## src/rtl/cpu_clock_controller_if.sv

```systemverilog
// Bundle of push-button requests, core halt and sequencer outputs shared
// between the board-facing side and the run/stop/step clock controller.
interface cpu_clock_controller_if #(
    parameter int CYC_W = 16
);
    logic             run_req;
    logic             stop_req;
    logic             step_req;
    logic             cpu_halt;
    logic             tick;
    logic             cpu_en;
    logic             running;
    logic [CYC_W-1:0] cycle_cnt;

    modport master (
        output run_req, stop_req, step_req, cpu_halt,
        input  tick, cpu_en, running, cycle_cnt
    );

    modport slave (
        input  run_req, stop_req, step_req, cpu_halt,
        output tick, cpu_en, running, cycle_cnt
    );
endinterface

```

## src/rtl/cpu_clock_controller.sv

```systemverilog
// Run/stop/single-step sequencer for the slow CPU clock domain. A free-running
// divider produces a tick every DIV clkin cycles; in RUN every tick becomes a
// cpu_en strobe, in STEP only the first tick after entry does.
module cpu_clock_controller #(
    parameter int DIV   = 25000000,
    parameter int CNT_W = 32,
    parameter int CYC_W = 16
) (
    input  logic                  clkin,
    input  logic                  clr,
    cpu_clock_controller_if.slave bus
);

    typedef enum logic [1:0] {
        STOP = 2'b00,
        RUN  = 2'b01,
        STEP = 2'b10
    } state_t;

    localparam logic [CNT_W-1:0] CNT_LAST = CNT_W'(DIV - 1);

    logic [CNT_W-1:0] cnt;
    logic             tick_q;
    logic             run_q;
    logic             stop_q;
    logic             step_q;
    logic             run_evt;
    logic             stop_evt;
    logic             step_evt;
    logic             cpu_en;
    logic [CYC_W-1:0] cycle_cnt;
    state_t           state;
    state_t           state_next;

    assign run_evt  = bus.run_req  & ~run_q;
    assign stop_evt = bus.stop_req & ~stop_q;
    assign step_evt = bus.step_req & ~step_q;

    // Free-running tick divider; wraps at DIV-1 and registers a one-cycle strobe
    always_ff @(posedge clkin or posedge clr) begin
        if (clr) begin
            cnt    <= '0;
            tick_q <= 1'b0;
        end else if (cnt == CNT_LAST) begin
            cnt    <= '0;
            tick_q <= 1'b1;
        end else begin
            cnt    <= cnt + 1'b1;
            tick_q <= 1'b0;
        end
    end

    // Request history so that only rising edges of the held levels act as events
    always_ff @(posedge clkin or posedge clr) begin
        if (clr) begin
            run_q  <= 1'b0;
            stop_q <= 1'b0;
            step_q <= 1'b0;
        end else begin
            run_q  <= bus.run_req;
            stop_q <= bus.stop_req;
            step_q <= bus.step_req;
        end
    end

    // Sequencer state register
    always_ff @(posedge clkin or posedge clr) begin
        if (clr) begin
            state <= STOP;
        end else begin
            state <= state_next;
        end
    end

    // Next-state decode; halt blocks starting, and stop/halt override a pending step
    always_comb begin
        state_next = STOP;
        case (state)
            STOP: begin
                state_next = STOP;
                if (!bus.cpu_halt) begin
                    if (run_evt) begin
                        state_next = RUN;
                    end else if (step_evt) begin
                        state_next = STEP;
                    end
                end
            end
            RUN: begin
                state_next = (stop_evt || bus.cpu_halt) ? STOP : RUN;
            end
            STEP: begin
                if (stop_evt || bus.cpu_halt || tick_q) begin
                    state_next = STOP;
                end else begin
                    state_next = STEP;
                end
            end
            default: begin
                state_next = STOP;
            end
        endcase
    end

    assign cpu_en = tick_q & ~bus.cpu_halt & ~stop_evt & ((state == RUN) | (state == STEP));

    // Count every strobe actually delivered to the core, wrapping naturally
    always_ff @(posedge clkin or posedge clr) begin
        if (clr) begin
            cycle_cnt <= '0;
        end else if (cpu_en) begin
            cycle_cnt <= cycle_cnt + 1'b1;
        end
    end

    assign bus.tick      = tick_q;
    assign bus.cpu_en    = cpu_en;
    assign bus.running   = (state == RUN);
    assign bus.cycle_cnt = cycle_cnt;

endmodule

```

## src/flat_wrapper.sv

```systemverilog
// flat-port wrapper written by rule: the top's interface ports become plain ports
module cpu_clock_controller_flat 
#(
    parameter int DIV   = 25000000,
    parameter int CNT_W = 32,
    parameter int CYC_W = 16
)
  (clkin, clr, bus_run_req, bus_stop_req, bus_step_req, bus_cpu_halt, bus_tick, bus_cpu_en, bus_running, bus_cycle_cnt);
  cpu_clock_controller_if #(.CYC_W(CYC_W)) bus_i ();
  input  logic clkin;
  input  logic clr;
  input wire logic [$bits(bus_i.run_req)-1:0] bus_run_req;
  input wire logic [$bits(bus_i.stop_req)-1:0] bus_stop_req;
  input wire logic [$bits(bus_i.step_req)-1:0] bus_step_req;
  input wire logic [$bits(bus_i.cpu_halt)-1:0] bus_cpu_halt;
  output wire logic [$bits(bus_i.tick)-1:0] bus_tick;
  output wire logic [$bits(bus_i.cpu_en)-1:0] bus_cpu_en;
  output wire logic [$bits(bus_i.running)-1:0] bus_running;
  output wire logic [$bits(bus_i.cycle_cnt)-1:0] bus_cycle_cnt;
  assign bus_i.run_req = bus_run_req;
  assign bus_i.stop_req = bus_stop_req;
  assign bus_i.step_req = bus_step_req;
  assign bus_i.cpu_halt = bus_cpu_halt;
  assign bus_tick = bus_i.tick;
  assign bus_cpu_en = bus_i.cpu_en;
  assign bus_running = bus_i.running;
  assign bus_cycle_cnt = bus_i.cycle_cnt;
  cpu_clock_controller #(.DIV(DIV), .CNT_W(CNT_W), .CYC_W(CYC_W)) u_core (.clkin(clkin), .clr(clr), .bus(bus_i));
endmodule
```

## config.mk

```make
export PLATFORM = sky130hd
export DESIGN_NAME = cpu_clock_controller_flat
export DESIGN_NICKNAME = d
export VERILOG_FILES = /design/src/rtl/cpu_clock_controller_if.sv /design/src/rtl/cpu_clock_controller.sv /design/src/flat_wrapper.sv
export SDC_FILE = /design/constraint.sdc
export NUM_CORES = 1
export LEC_CHECK = 0
export ABC_AREA = 1
export BUFFER_PORTS_ARGS = -buffer_cell sky130_fd_sc_hd__buf_4
export CAP_MARGIN = 20
export CORE_MARGIN = 10
export CORE_UTILIZATION = 41
export CTS_CLUSTER_DIAMETER = 200
export CTS_CLUSTER_SIZE = 25
export DETAILED_ROUTE_END_ITERATION = 10
export PLACE_DENSITY = 0.68
export SLEW_MARGIN = 25
export SYNTH_ARGS = -nofsm -noshare
export SYNTH_HDL_FRONTEND = slang
export SYNTH_SLANG_ARGS = --single-unit
```

## constraint.sdc

```tcl
create_clock -name clkin -period 2.8 [get_ports clkin]
set_input_delay 0.28 -clock clkin [delete_from_list [all_inputs] [get_ports clkin]]
set_output_delay 0.28 -clock clkin [all_outputs]
set_load 0.005 [all_outputs]
```

==> metrics.cfg, run 1 <==
[worst_setup_path]
crit_fanout = 13
cp_data_arrival_time_ns = 1.52
worstRegToRegCells = 10
cp-start-kind = register
reg2reg_from = u_core.state[0]
rr_endpoint = u_core.bus.cycle_cnt[12]
end_kind = primary output
path_class = reg2out
rrSetupSlack_ns = 1.10
required_ns = 2.52

[routing]
wl_um = 6830
drcViolationCount = 0
dr.pass1.iters = 4
routed_via_density = 4.74
antenna_left = 0
post_drt_wl_per_cell_um = 11.9
num_vias = 2718
dr.first_iter.drc_count = 138

[floorplan]
dieArea_sq_um = 11700
core.rowCount = 32
die_w_um = 108
io_pins = 25
die_height_um = 108
coreArea_sq_um = 7650
initial_core_util_pct = 41.8

[timing]
fin_crit_ns = 1.80
slew_viol_final = 0
tightest_slew_ns = 0.517
hold_ws_ns = -0.00725
period_share_pct = 64.2
fmax_mhz = 556
finalSetupTns_ns = 0
hold_violations = 23
fin_skew_ns = 0.0136
fin_ws_ns = 1.00
slew_headroom_pct = 65.5
setup-violations-final = 0
rsz0062_at_grt = no

[layout]
stdcell_count = 573
fin_nets = 482
drive_above_1_share_pct = 13.2
antenna_cells = 0
area_growth_pct = 12.9

[clocking]
cts_buffer_depth = 2
postCtsResizedCells = 0
cts_made_buffers = 5
postCtsSetupRepairBufs = 0
clkTransAtPathRegs_ns = 0.10
cts_hold_buf = 0
cts_tree = yes
worstSkewPairLatency_ns = 0.32
root_buffer = clkbuf_8
cts_max_level = 2
clkSinkCount = 54

[logic_synthesis]
syn_nets = 450
synthCells = 438
synth_top_flop_cell = dfrtp_1
yosysTopAreaCell = dfrtp_1
synth_commonest_cells = 133 x nand2_1, 79 x nor2_1, 63 x inv_1
synth-seq-cells = 54
synthTopCellsByArea = dfrtp_1 42%, nand2_1 16%, nor2_1 9.3%
synth_edf_count = 0
yosysSeqAreaShare_pct = 42.3
yosysUniqueCellTypes = 24
ys_warn_count = 0
yosysMostFrequentCell = nand2_1
syn_avg_cell_area_sq_um = 7.30
synth_top_area_share_pct = 42.3
synth_area_sq_um = 3200
ys_async_sr_fraction_pct = 100

[placement]
port_buffers = 24
place_congestion = 0.902
dp.final_hpwl_um = 5320
placed_cells = 565
place_ws_ns = 1.08

[power_and_ir_drop]
pwr-share-clk_pct = 35.4
ir_worst_vdd_mv = 0.175
p_per_area_nw_per_um2 = 360
pwr-share-comb_pct = 3.5
swShare_pct = 24.1
seqPwrFrac_pct = 61.0
power.internal_mw = 0.984
p_sw_mw = 0.313
leakage_nw = 1.81

[global_route]
grt_usage_pct = 11.9
grt_pass1_vias = 2588
grt_max_degree = 26
antenna_found_initial = 0
gr-total-overflow = 0
grt_pass1_wl_um = 11600

[flow_run]
drv_cap = 0

[min_path]
hp-class = in2async

[run_status]
violations = negative hold slack
status = complete, but fails checks

[cell type report]
cell class,count,area (sq um)
fillers,790,4040
multi-input cells,319,1600
flip-flops and latches,54,1350
inverters,63,236
repair buffers,27,203
well taps,102,128
clock buffers,5,68.8
clock inverters,3,25.0
[cells in the final DEF (no fill, tap or decap), drive strengths merged, types with 2 or more instances in the layout]
cell type / Yosys / layout
nand2: 143 / 143
nor2: 94 / 94
inv: 63 / 64
dfrtp: 54 / 54
buf: 2 / 27
nand3: 27 / 27
xor2: 16 / 16
nand4: 12 / 12
xnor2: 6 / 6
ha: 6 / 6
clkbuf: 0 / 5
nand3b: 4 / 4
nor3: 3 / 3
a21oi: 2 / 2
o21bai: 2 / 2
o21ai: 2 / 2
[stage by stage]
stage                     total power, mW  util [%]  area [sq um]
final                                1.30      47.2          3610
after CTS                            1.32      47.2          3610
after detailed placement            0.855      45.9          3510
after global placement              0.853      45.9          3510
after floorplan                     0.832         -          3200
after global routing                 1.35      47.2          3610
[power groups by stage]
stage                     registers (mW)  logic (mW)  clock network, mW
after global routing               0.793      0.0547              0.504
after detailed placement           0.807      0.0481                  0
final                              0.792      0.0456              0.460
after floorplan                    0.806      0.0261                  0
after global placement             0.807      0.0468                  0
after CTS                          0.792      0.0483              0.479
[layer usage]
metal	GRT usage, %	wire, um	part of all wire, %	vias up
met5	0	0	0	-
li1	-	-	-	1396
met4	3.86	69	1.0	0
met2	19.2	3090	45	68
met3	3.15	494	7.2	6
met1	15.3	3180	47	1248
[worst max-delay path, cell delays in order (launching register included)]
cell	delay [ns]
dfrtp_1	0.40
inv_1	0.07
ha_1	0.27
nand2_1	0.05
nor2_1	0.10
buf_4	0.19
buf_4	0.13
[flip-flops by register name (all words and copies together) (netlist names)]
register,count
u_core.cnt,32
u_core.bus.cycle_cnt,16
u_core.state,2
u_core.bus.tick,1
u_core.run_q,1
u_core.step_q,1
u_core.stop_q,1
[cell families after synthesis]
| kind of cell | share of synthesized area (%) |
|---|---|
| compound gates | 1.29 |
| xor+xnor | 6.03 |
| fa+ha+maj | 2.35 |
| buf+inv | 7.79 |
| flops | 42.3 |
| simple gates | 40.3 |
[worst max-delay path by stage]
stage	depth (start not counted)	start	endpoint
2_1_floorplan	1	clr	u_core.bus.cycle_cnt[0]
3_3_place_gp	10	u_core.state[0]	u_core.bus.cycle_cnt[15]
3_5_place_dp	10	u_core.state[0]	u_core.bus.cycle_cnt[12]
4_1_cts	6	u_core.state[0]	bus_cpu_en
5_1_grt	10	u_core.state[0]	u_core.bus.cycle_cnt[12]
6_report	6	u_core.state[0]	bus_cpu_en
No activity file was read; power rests on OpenSTA's default activity.
==> inputs of run 2 (changes only) <==
PLACE_DENSITY = 0.7   (was 0.68)
clock period = 1.65 ns   (was 2.8 ns; I/O delays follow)
==> run 2 against run 1 <==
Effect of this change:
- the run now ends clean
- sequential share of layout area shrank 2.0 points
- worst setup slack worse by 0.91 ns
- critical path depth stayed put
- largest cell class unchanged
- first-iteration DRC count shrank 14%
- non-clock buffer count rose by 16
- via count up 3.5%
- critical endpoint unchanged
==> metrics.cfg, run 2 (synthesis gave the netlist of run 1 again) <==
[run_status]
status = completed

[clocking]
root_buffer = clkbuf_8
clkSinkCount = 54
cts_made_buffers = 5
cts_max_level = 2
cts_tree = yes
clkTransAtPathRegs_ns = 0.09
worstSkewPairLatency_ns = 0.32
cts_buffer_depth = 2

[timing]
fin_skew_ns = 0.0110
finalSetupTns_ns = 0
fmax_mhz = 641
tightest_slew_ns = 0.522
period_share_pct = 94.5
slew_headroom_pct = 65.1
setup-violations-final = 0
slew_viol_final = 0
hold_violations = 0
fin_crit_ns = 1.56
rsz0062_at_grt = yes

[layout]
reg_top3 = u_core.cnt x32, u_core.bus.cycle_cnt x16, u_core.state x2
largest_register = u_core.cnt
utilization_pct = 49.8
drive_above_1_share_pct = 15.8
final_common_cell = nand2_1
area_growth_pct = 19.2
mostFrequentLayoutCells = 132 x nand2_1, 78 x nor2_1, 62 x inv_1
fin_nets = 498
antenna_cells = 0
largest_reg_flops = 32

[routing]
drcViolationCount = 0
dr.pass1.iters = 4
num_vias = 2813
antenna_left = 0
wl_um = 7220
routed_via_density = 4.78
dr.first_iter.drc_count = 119
post_drt_wl_per_cell_um = 12.2

[worst_setup_path]
rr_endpoint = u_core.cnt[26]
rrSetupSlack_ns = 0.18
critPathCapture = bus_cpu_en
crit_chain = inv_1 -> ha_4 -> nand2_2 -> nor2_4 -> buf_6 -> buf_4
reg2reg_from = u_core.cnt[0]
worstRegToRegCells = 8
path_depth = 6
cp_top_family = flip-flops
slowest_stage = dfrtp_1
path_class = reg2out
crit_start = u_core.state[1]
end_kind = primary output
worst_path_largest_cell_delay_ns = 0.36
cp_data_arrival_time_ns = 1.39
cp-start-kind = register
crit_fanout = 3
required_ns = 1.48
crit_buf_inv = 3

[global_route]
grt_max_degree = 25
gr-total-overflow = 0
grt_pass1_wl_um = 12500
grt_usage_pct = 12.9
antenna_found_initial = 0
grt_pass1_vias = 2754

[floorplan]
dieArea_sq_um = 11700
die_w_um = 108
die_height_um = 108
io_pins = 25
coreArea_sq_um = 7650
core.rowCount = 32
initial_core_util_pct = 41.8

[power_and_ir_drop]
p_per_area_nw_per_um2 = 618
leakage_nw = 1.90
ir_worst_vdd_mv = 0.365
pwr-share-clk_pct = 38.4
pwr-share-comb_pct = 4.7
power.internal_mw = 1.84
swShare_pct = 22.0
p_sw_mw = 0.519
seqPwrFrac_pct = 56.9

[placement]
dp.final_hpwl_um = 5630
place_congestion = 0.878
port_buffers = 24

[min_path]
hp-class = in2reg

[flow_run]
drv_cap = 0

==> run 2: changes by cell type in the layout (fill, tap and decap cells not counted) <==
cell	change
buf_12	+2
buf_4	+9
buf_6	+1
bufinv_16	+1
clkinv_4	-1
clkinvlp_4	+1
dlygate4sd3_1	+4
ha_1	-1
ha_4	+1
inv_6	-1
nand2_1	-1
nand2_2	+1
nor2_1	-1
nor2_4	+1
==> run 2: worst min path at each step <==
stage                      start         endpoint  cells past startpoint
floorplan            bus_run_req     u_core.run_q                      0
global placement             clr     u_core.run_q                      2
detailed placement           clr     u_core.run_q                      2
CTS                 bus_cpu_halt  u_core.state[0]                      4
global route        bus_cpu_halt  u_core.state[0]                      4
finish              bus_cpu_halt  u_core.state[0]                      4
==> run 2: through the flow <==
| stage | std cells | instance area, sq um | total power, mW | setup slack (ns) | hold slack [ns] |
|---|---|---|---|---|---|
| 2_1_floorplan | 438 | 3200 | 1.41 | 0.170 | 0.196 |
| 3_3_place_gp | 572 | 3590 | 1.45 | 0.100 | 0.241 |
| 3_5_place_dp | 572 | 3590 | 1.46 | 0.0328 | 0.247 |
| 4_1_cts | 587 | 3780 | 2.38 | 0.0428 | 0.121 |
| 5_1_grt | 589 | 3810 | 2.45 | -0.00105 | 0.162 |
| 6_report | 589 | 3810 | 2.35 | 0.0906 | 0.127 |
==> run 2: what timing repair did <==
item	in CTS	in global routing
hold buffers	4	0
endpoints found under the setup margin	1	4
pin swaps	0	2
setup buffers	3	2
resized for setup	3	2
endpoints found under the hold margin	25	0
==> run 2: layer usage <==
metal	share of wire, %	GRT usage, %
met1	45	15.8
met2	48	21.9
met3	6.3	3.45
met4	1.4	3.58
met5	0	0
==> run 2: cell type report <==
| cell class | count | area, sq um |
|---|---|---|
| Clock inverter | 3 | 45.0 |
| Tap cell | 102 | 128 |
| Clock buffer | 5 | 68.8 |
| Inverter | 63 | 236 |
| Fill cell | 784 | 3840 |
| Multi-Input combinational cell | 319 | 1620 |
| Sequential cell | 54 | 1350 |
| Timing Repair Buffer | 43 | 362 |
==> run 2: worst min-delay path: stages <==
cell and delay [ns]:
buf_4 0.08, nor2_1 0.04, nand2_1 0.05, a21oi_1 0.06
==> run 2: power by group through the flow <==
stage                     registers (mW)  clock network, mW  logic (mW)
after global placement              1.37                  0      0.0866
after detailed placement            1.37                  0      0.0889
after global routing                1.34              0.980       0.128
after CTS                           1.34              0.932       0.104
after floorplan                     1.37                  0      0.0443
final                               1.34              0.905       0.110
==> inputs of run 3 (changes only) <==
CORE_MARGIN = unset   (was 10)
PLACE_DENSITY = 0.68   (was 0.7)
clock period = 1.6 ns   (was 1.65 ns; I/O delays follow)
==> run 3 against run 2 <==
Effect of this change:
- register-to-register slack got worse by 0.07 ns
- first-iteration DRC count is 18% higher
- power down 4.1%
- count of clock-buffer cells in the layout grew 2
- clock power shrank 15%
- critical path type unchanged
- highest routed layer unchanged
==> metrics.cfg, run 3 (synthesis gave the netlist of run 1 again) <==
[run_status]
status = completed

[routing]
wl_um = 6770
routed_via_density = 4.70
wl_met2_um = 3220
dr.first_iter.drc_count = 140
post_drt_wl_per_cell_um = 11.6
dr.pass1.iters = 4
antenna_left = 0
wl_met1_um = 3260
wl_met3_um = 215
drcViolationCount = 0
num_vias = 2750
dr.max_layer_used = met4

[placement]
port_buffers = 24
place_congestion = 0.919
dp.final_hpwl_um = 5400
placed_cells = 569

[floorplan]
dieArea_sq_um = 8150
coreArea_sq_um = 7410
core.rowCount = 31
io_pins = 25
die_height_um = 90.3
die_w_um = 90.3
initial_core_util_pct = 43.1

[layout]
largest_register = u_core.cnt
final_common_cell = nand2_1
fin_nets = 497
antenna_cells = 0
largest_reg_flops = 32
drive_above_1_share_pct = 17.1
nFillCells = 724
mostFrequentLayoutCells = 130 x nand2_1, 75 x nor2_1, 60 x inv_1
reg_top3 = u_core.cnt x32, u_core.bus.cycle_cnt x16, u_core.state x2
utilization_pct = 51.3
area_growth_pct = 19.0
stdcell_count = 585

[timing]
period_share_pct = 97.3
rsz0062_at_grt = yes
setup-violations-final = 0
fmax_mhz = 642
hold_violations = 0
tightest_slew_ns = 0.366
fin_crit_ns = 1.56
slew_headroom_pct = 75.5
slew_viol_final = 0
fin_skew_ns = 0.00787

[power_and_ir_drop]
p_per_area_nw_per_um2 = 594
pwr-share-clk_pct = 34.0
ir_worst_vdd_mv = 0.320
seqPwrFrac_pct = 61.2
power.internal_mw = 1.77
leakage_nw = 1.92
pwr-share-comb_pct = 4.8
swShare_pct = 21.5
p_sw_mw = 0.486

[global_route]
grt_pass1_vias = 2613
gr-total-overflow = 0
grt_usage_pct = 17.9
antenna_found_initial = 0
grt_max_degree = 20
grt_pass1_wl_um = 11800

[clocking]
cts_max_level = 2
clkTransAtPathRegs_ns = 0.08
cts_buffer_depth = 2
cts_tree = yes
cts_made_buffers = 5
root_buffer = clkbuf_8
worstSkewPairLatency_ns = 0.30
clkSinkCount = 54

[worst_setup_path]
rr_endpoint = u_core.bus.cycle_cnt[5]
crit_chain = inv_2 -> ha_4 -> nand2_4 -> nor2_4 -> buf_6 -> buf_6
end_kind = primary output
cp_data_arrival_time_ns = 1.40
crit_buf_inv = 3
reg2reg_from = u_core.state[1]
worstRegToRegCells = 9
rrSetupSlack_ns = 0.11
required_ns = 1.44
crit_path_frequent_cell = buf_6
crit_fanout = 5
slowest_stage = dfrtp_1
path_class = reg2out
worst_path_largest_cell_delay_ns = 0.37
cp_top_family = flip-flops
cp-start-kind = register

[min_path]
hold_end = u_core.state[0]
hp-class = in2reg
min-delay-start = bus_cpu_halt
hold_depth = 4

[flow_run]
drv_cap = 0

==> run 3: cell types whose count changed in the layout (fill, tap and decap cells not counted), sizes merged <==
cell / before / now
buf: 39 / 38
bufinv: 1 / 0
clkbuf: 5 / 7
clkinv: 0 / 1
clkinvlp: 2 / 0
==> run 3: routing by layer <==
metal	vias up	global-route usage [%]
met4	0	4.70
met2	45	30.2
met1	1272	23.9
met3	7	2.78
met5	-	0
li1	1426	-
==> run 3: worst max-delay path by stage <==
stage                         start                  endpoint  slack (ns)  cells past startpoint
finish              u_core.state[1]                bus_cpu_en        0.04                      6
global route        u_core.state[1]                bus_cpu_en       -0.04                      6
CTS                 u_core.state[1]                bus_cpu_en        0.01                      6
detailed placement  u_core.state[1]  u_core.bus.cycle_cnt[12]       -0.10                      9
global placement    u_core.state[1]  u_core.bus.cycle_cnt[12]     -0.0005                      9
floorplan                       clr   u_core.bus.cycle_cnt[0]        0.13                      1
==> run 3: worst reg2reg max path, stage by stage, from the launching register on <==
cell     delay (ns)
dfrtp_1        0.37
inv_2          0.06
ha_4           0.27
nand2_4        0.05
nor2_4         0.14
buf_6          0.12
nand2_2        0.07
buf_6          0.14
nor2_2         0.08
xor2_1         0.14
==> run 3: through the flow <==
step	setup WS, ns	hold WS [ns]	cell area [sq um]	TNS, ns	power (mW)
final	0.0434	0.142	3800	0	2.26
after global routing	-0.0402	0.146	3800	-0.0853	2.38
after CTS	0.00992	0.135	3720	0	2.30
after detailed placement	-0.101	0.169	3560	-0.411	1.50
after global placement	-0.000485	0.168	3560	-0.000485	1.50
after floorplan	0.125	0.191	3200	0	1.46
==> run 3: power groups by stage <==
stage | Sequential (mW) | Clock, mW | Combinational (mW)
floorplan | 1.41 | 0 | 0.0457
global placement | 1.41 | 0 | 0.0897
detailed placement | 1.41 | 0 | 0.0928
CTS | 1.38 | 0.810 | 0.104
global route | 1.38 | 0.872 | 0.124
finish | 1.38 | 0.767 | 0.109
==> run 3: cell type report <==
| cell class | instances | area [sq um] | area share (%) |
|---|---|---|---|
| flip-flops and latches | 54 | 1350 | 35.5 |
| well taps | 99 | 124 | 3.26 |
| repair buffers | 42 | 340 | 8.95 |
| inverters | 63 | 236 | 6.22 |
| clock inverters | 1 | 5.00 | 0.132 |
| multi-input cells | 319 | 1660 | 43.6 |
| clock buffers | 7 | 86.3 | 2.27 |
==> run 3: timing repair <==
| action | in CTS | in global routing |
|---|---|---|
| buffers inserted | 2 | 2 |
| gates resized for setup | 3 | 18 |
| hold buffers | 4 | 0 |
| pin swaps | 1 | 4 |
| endpoints found under the hold margin | 18 | 0 |
| endpoints found under the setup margin | 8 | 13 |
